===== config.mk =====
export PLATFORM = sky130hd
export DESIGN_NAME = div_unit
export DESIGN_NICKNAME = d
export VERILOG_FILES = /design/src/rtl/div_unit.sv
export SDC_FILE = /design/constraint.sdc
export NUM_CORES = 1
export LEC_CHECK = 0
export ABC_AREA = 1
export BUFFER_PORTS_ARGS = -buffer_cell sky130_fd_sc_hd__clkbuf_2
export CAP_MARGIN = 20
export CORE_MARGIN = 1
export CORE_UTILIZATION = 40
export CTS_CLUSTER_SIZE = 8
export DETAILED_ROUTE_END_ITERATION = 12
export SLEW_MARGIN = 20
export SYNTH_ARGS = -nofsm -noshare
export SYNTH_HDL_FRONTEND = slang
export SYNTH_SLANG_ARGS = --single-unit
export TNS_END_PERCENT = 30

===== constraint.sdc =====
create_clock -name clk -period 9.35 [get_ports clk]
set_input_delay 0.935 -clock clk [delete_from_list [all_inputs] [get_ports clk]]
set_output_delay 0.935 -clock clk [all_outputs]
set_load 0.02 [all_outputs]

===== src/rtl/div_unit.sv =====
`timescale 1ns/1ps
// -----------------------------------------------------------------------------
// div_unit
//   Iterative radix-2 restoring divider for DIV/DIVU in the execute stage.
//   Produces the quotient (LO) and remainder (HI) for the HI/LO register write,
//   holding the pipeline through stall_o while a division is in flight.
//   One quotient bit is produced per BUSY cycle; results are sign-fixed and
//   registered on the edge that enters DONE.
//
// Parameters
//   WIDTH      operand width; quotient and remainder are each WIDTH bits
//
// Ports
//   clk        clock, rising edge
//   rst        synchronous reset, active-high
//   start_i    DIV/DIVU in execute; held high while the instruction sits in E
//   signed_i   1 = DIV (two's complement), 0 = DIVU; sampled with start_i
//   annul_i    execute-stage flush; aborts the operation
//   a_i        dividend (rs)
//   b_i        divisor (rt)
//   lo_o       quotient
//   hi_o       remainder
//   ready_o    one-cycle pulse; hi_o/lo_o valid, HI/LO write must occur
//   busy_o     a division step is in progress
//   stall_o    combinational pipeline hold
//
// Configuration macro
//   DIV_ZERO_FAST_EN  when defined, a zero divisor seen at start skips the
//                     BUSY phase and goes straight to DONE.
// -----------------------------------------------------------------------------
module div_unit #(
    parameter int WIDTH = 32
) (
    input  logic             clk,
    input  logic             rst,
    input  logic             start_i,
    input  logic             signed_i,
    input  logic             annul_i,
    input  logic [WIDTH-1:0] a_i,
    input  logic [WIDTH-1:0] b_i,
    output logic [WIDTH-1:0] lo_o,
    output logic [WIDTH-1:0] hi_o,
    output logic             ready_o,
    output logic             busy_o,
    output logic             stall_o
);

    localparam int CW = $clog2(WIDTH) + 1;

    typedef enum logic [1:0] {
        IDLE = 2'd0,
        BUSY = 2'd1,
        DONE = 2'd2
    } state_t;

    state_t           state;
    state_t           state_next;
    logic [CW-1:0]    count;

    // Working registers of the iteration.
    logic [WIDTH-1:0] rem;
    logic [WIDTH-1:0] quo;
    logic [WIDTH-1:0] divisor;
    logic [WIDTH-1:0] dividend_raw;
    logic             sign_q;
    logic             sign_r;

    logic             accept;
    logic             zero_fast;
    logic             last_step;
    logic [WIDTH-1:0] a_abs;
    logic [WIDTH-1:0] b_abs;

    // Restoring step datapath.
    logic [WIDTH:0]   shifted;
    logic             borrow;
    logic [WIDTH-1:0] diff;
    logic             nonneg;
    logic [WIDTH-1:0] step_rem;
    logic [WIDTH-1:0] step_quo;

    assign accept    = start_i & ~annul_i;
    assign last_step = (count == CW'(WIDTH - 1));

    assign a_abs = (signed_i && a_i[WIDTH-1]) ? -a_i : a_i;
    assign b_abs = (signed_i && b_i[WIDTH-1]) ? -b_i : b_i;

`ifdef DIV_ZERO_FAST_EN
    assign zero_fast = (b_i == '0);
`else
    assign zero_fast = 1'b0;
`endif

    // The shifted partial remainder is WIDTH+1 bits wide. If its top bit is
    // set it certainly exceeds the divisor, so the subtraction is kept even
    // though the WIDTH-bit trial reports a borrow; the WIDTH-bit difference
    // is still exact because the true result is below the divisor.
    assign shifted          = {rem, quo[WIDTH-1]};
    assign {borrow, diff}   = {1'b0, shifted[WIDTH-1:0]} - {1'b0, divisor};
    assign nonneg           = shifted[WIDTH] | ~borrow;
    assign step_rem         = nonneg ? diff : shifted[WIDTH-1:0];
    assign step_quo         = {quo[WIDTH-2:0], nonneg};

    // NOTE: clocked processes use non-blocking assignments so every register
    // samples pre-edge values regardless of statement order.
    always_ff @(posedge clk) begin
        if (rst) begin
            state <= IDLE;
        end else begin
            state <= state_next;
        end
    end

    // NOTE: every output of this block gets a default first, so no path
    // through the case leaves a variable unassigned and no latch is inferred.
    always_comb begin
        state_next = state;
        ready_o    = 1'b0;
        busy_o     = 1'b0;
        stall_o    = 1'b0;
        unique case (state)
            IDLE: begin
                stall_o = accept;
                if (accept) begin
                    state_next = zero_fast ? DONE : BUSY;
                end
            end
            BUSY: begin
                busy_o  = 1'b1;
                stall_o = 1'b1;
                if (annul_i) begin
                    state_next = IDLE;
                end else if (last_step) begin
                    state_next = DONE;
                end
            end
            DONE: begin
                // start_i here is the same instruction still in E: ignored.
                ready_o    = ~annul_i;
                state_next = IDLE;
            end
            default: state_next = IDLE;
        endcase
    end

    // NOTE: the iteration registers carry no reset; they are always loaded in
    // IDLE before BUSY reads them, so resetting them would only add logic.
    always_ff @(posedge clk) begin
        if (state == IDLE && accept) begin
            divisor      <= b_abs;
            quo          <= a_abs;
            rem          <= '0;
            dividend_raw <= a_i;
            sign_q       <= signed_i & (a_i[WIDTH-1] ^ b_i[WIDTH-1]);
            sign_r       <= signed_i & a_i[WIDTH-1];
        end else if (state == BUSY && !annul_i) begin
            rem <= step_rem;
            quo <= step_quo;
        end
    end

    // Step counter and architectural results. An annulled division never
    // reaches the result update, so hi_o/lo_o keep the previous values.
    always_ff @(posedge clk) begin
        if (rst) begin
            count <= '0;
            hi_o  <= '0;
            lo_o  <= '0;
        end else begin
            unique case (state)
                IDLE: begin
                    if (accept) begin
                        count <= '0;
                        if (zero_fast) begin
                            lo_o <= '1;
                            hi_o <= a_i;
                        end
                    end
                end
                BUSY: begin
                    if (!annul_i) begin
                        count <= count + 1'b1;
                        if (last_step) begin
                            // Zero divisor overrides the sign fix for both
                            // DIV and DIVU.
                            if (divisor == '0) begin
                                lo_o <= '1;
                                hi_o <= dividend_raw;
                            end else begin
                                lo_o <= sign_q ? -step_quo : step_quo;
                                hi_o <= sign_r ? -step_rem : step_rem;
                            end
                        end
                    end
                end
                default: ;
            endcase
        end
    end

endmodule


==> summary.md <==
| Metric | Value |
|---|---|
| Number of global-route vias before repair | 12,190 |
| WS Path Type | reg -> reg |
| Hold-fix buffers, CTS | 0 |
| WL per Instance | 17.01 um |
| H-tree depth | 1 |
| Routed wire length | 43.28 mm |
| Number of max-cap violations | 0 |
| Setup crit end | lo_o[30]$_SDFFE_PP0P_ |
| First-pass GRT wire length | 66.46 mm |
| CP most frequent cell | nand2_1 |
| Critical Path AT | 5.11 ns |
| Overflow after GRT | 0 |
| Iteration-0 DRC Markers | 1,117 |
| Syn avg cell area | 6.886 um2 |
| CP Launch Point | divisor[31]$_DFFE_PP_ |
| Ports | 136 |
| Core region area | 32,870 um2 |
| Final period util | 0.4971 |
| Critical path launch point type | flop |
| # fillers | 3,448 |
| Worst Skew | 0.02075 ns |
| Maximum vdd drop | 0.0001434 V |
| Number of synthesized register bits | 202 |
| Cells after Synth | 1,959 |
| GRT Util Overall | 0.2529 |
| Ys flop type | dfxtp_1 |
| Pre-antenna DRT Iters | 5 |
| Initial antenna violation count | 5 |
| Setup Buffers After CTS | 0 |
| Register area share after synthesis | 0.3725 |
| CTS tree | built |
| Max Freq | 215.1 MHz |
| P&R area growth vs syn | 14.09% |
| CTS Buf Count | 29 |
| Largest net degree at the start of global routing | 68 |
| Buffers & Inverters on Critical Path | 3 |
| CP cell instances | inv_1 > ha_1 > nand2_1 > nor2_1 > nor2_1 > nand2_1 > a21oi_4 > nand2_4 > inv_4 > ha_1 > nand4_1 > nor3_1 > nand3_1 > nor2_1 > nand3_1 > nand2_1 > nand2_1 > a21oi_1 > o21ai_0 > nand2_1 > nand2_1 > o221ai_1 > inv_1 |
| Total Nets Final | 2,187 |
| Post-Syn Nets | 2,066 |
| Fraction of layout cells with a size suffix above 1 | 0.1175 |
| Crit path max-delay family | simple AND/OR/NAND/NOR gates |
| Initial core utilization | 0.4104 |
| Antenna-violating nets left | 0 |
| Slew headroom | 0.3477 |
| Stages on the worst setup path | 23 |
| Asr flop ratio synth | 0 |
| Setup TNS | 0 ns |
| Final core utilization | 0.4683 |
| Final HPWL DP | 33.54 mm |
| Die area | 34,460 um2 |
| Synth cell types | 56 |
| Synth top area share | 0.2182 |
| Post-Syn Area | 13,490 um2 |
| Root buffer cell | clkbuf_16 |
| Post-synth EDFFs | 98 |
| Worst r2r path cells | 23 |
| Worst EP required | 9.81 ns |
| FF-to-FF Start | divisor[31]$_DFFE_PP_ |
| Final hold violation count | 0 |
| DRC | 0 |
| Type of the most critical hold path | reg -> reg |
| Die width | 185.6 um |
| Leakage | 0.007480 uW |
| I/O Buffers | 135 |
| Final setup fails | 0 |
| Routability cong. | 0.9700 |
| Synth area leaders | edfxtp_1, nand2_1, dfxtp_1 |
| Synth top cells by count | nand2_1, inv_1, nor2_1, nand3_1, dfxtp_1 |
| Worst Path Max Fanout | 38 |
| Rows | 66 |
| Power per cell area | 198.7 nW/um2 |
| Via count | 12,930 |
| Reg-to-reg endpoint | lo_o[30]$_SDFFE_PP0P_ |
| Clock Path Buffers | 3 |
| Crit end category | flop |
| Cell with the most instances after synthesis | nand2_1 |
| RSZ-0062 raised after global routing | no |
| Ant diodes | 0 |
| FF-to-FF setup slack | 4.70 ns |
| Final min period | 4.648 ns |
| Post-DR vias/cell | 5.081 |
| Slew Viols, Final | 0 |
| Die Y | 185.6 um |
| Worst skew pair latency | 0.57 ns |
| Worst Max-Slew Pin Slew | 0.9784 ns |
| Clock sink total | 202 |
| CP max stage delay | 0.42 ns |
| Worst path slowest cell | edfxtp_1 |
| Synth warn | 0 |
| Yosys top cell by area | edfxtp_1 |
| Clk slew on worst S/H paths | 0.05 ns |
| # resized after CTS | 0 |
| Outcome | complete, no violations |
==> flip-flops by register name, summed over array words and instances (netlist names) <==
register / flops
dividend_raw: 32
lo_o: 32
hi_o: 32
state: 2
count: 6
sign_q: 1
divisor: 32
rem: 32
quo: 32
sign_r: 1
==> metrics by stage <==
step / hold slack, ns / total power (uW) / cell area [um2] / worst slack [ns] / instances
after floorplan: 0.4289 / 1806 / 13490 / 4.926 / 1959
after global placement: 0.4509 / 2058 / 14550 / 4.940 / 2491
after detailed placement: 0.4546 / 2065 / 14550 / 4.807 / 2491
after CTS: 0.4623 / 3064 / 15390 / 4.797 / 2544
after global routing: 0.4775 / 3236 / 15390 / 4.193 / 2544
final: 0.4605 / 3057 / 15390 / 4.702 / 2544
==> layout make-up <==
class                           instances  area, um2  area share
Multi-Input combinational cell       1396       7057      0.4585
Sequential cell                       202       5025      0.3265
Inverter                              303       1140     0.07406
Clock buffer                           52      822.0     0.05341
Timing Repair Buffer                  148      773.2     0.05024
Tap cell                              442      553.0     0.03593
Clock inverter                          1      20.02    0.001301
==> logic make-up after synthesis <==
logic type / count (synthesis) / synth area share
compound gates: 275 / 0.1207
xor+xnor: 74 / 0.04805
fa+ha+maj: 38 / 0.03580
buf+inv: 361 / 0.1047
flops: 202 / 0.3725
simple gates: 1009 / 0.3182
==> routing by layer <==
layer	share of wire	wire length [um]	global-route usage
met1	0.48	20710	0.3612
met3	0.066	2874	0.03346
met4	0.031	1329	0.08328
met5	0	0	0
met2	0.42	18370	0.3916
==> report_power, final <==
group | total (uW) | switching [uW] | internal, uW
Clock | 993 | 406 | 587
Combinational | 1040 | 721 | 318
Sequential | 1030 | 39.6 | 987
==> tightest hold or removal path, delay by kind of cell (launching register included) <==
kind            cells  cell delay [ns]
simple gates        1             0.06
flops               1             0.30
compound gates      1             0.05
==> how the worst min path moves through the flow <==
| stage | start | to | slack (ns) | depth (start not counted) |
|---|---|---|---|---|
| after floorplan | rem[31]$_SDFFE_PP0P_ | rem[31]$_SDFFE_PP0P_ | 0.43 | 2 |
| after global placement | hi_o[15]$_SDFFE_PP0P_ | hi_o[15]$_SDFFE_PP0P_ | 0.45 | 2 |
| after detailed placement | hi_o[16]$_SDFFE_PP0P_ | hi_o[16]$_SDFFE_PP0P_ | 0.45 | 2 |
| after CTS | hi_o[16]$_SDFFE_PP0P_ | hi_o[16]$_SDFFE_PP0P_ | 0.46 | 2 |
| after global routing | hi_o[16]$_SDFFE_PP0P_ | hi_o[16]$_SDFFE_PP0P_ | 0.48 | 2 |
| final | hi_o[16]$_SDFFE_PP0P_ | hi_o[16]$_SDFFE_PP0P_ | 0.46 | 2 |
==> layout by cell type (no fill, tap or decap), types with 48 or more instances in the layout <==
master      n
nand3_1   110
o21ai_0    97
edfxtp_1   98
xor2_1     48
nor2_1    196
a21oi_1    81
dfxtp_1   104
clkbuf_2  135
nand2_1   572
inv_1     292
Power figures use the tool's default switching activity.
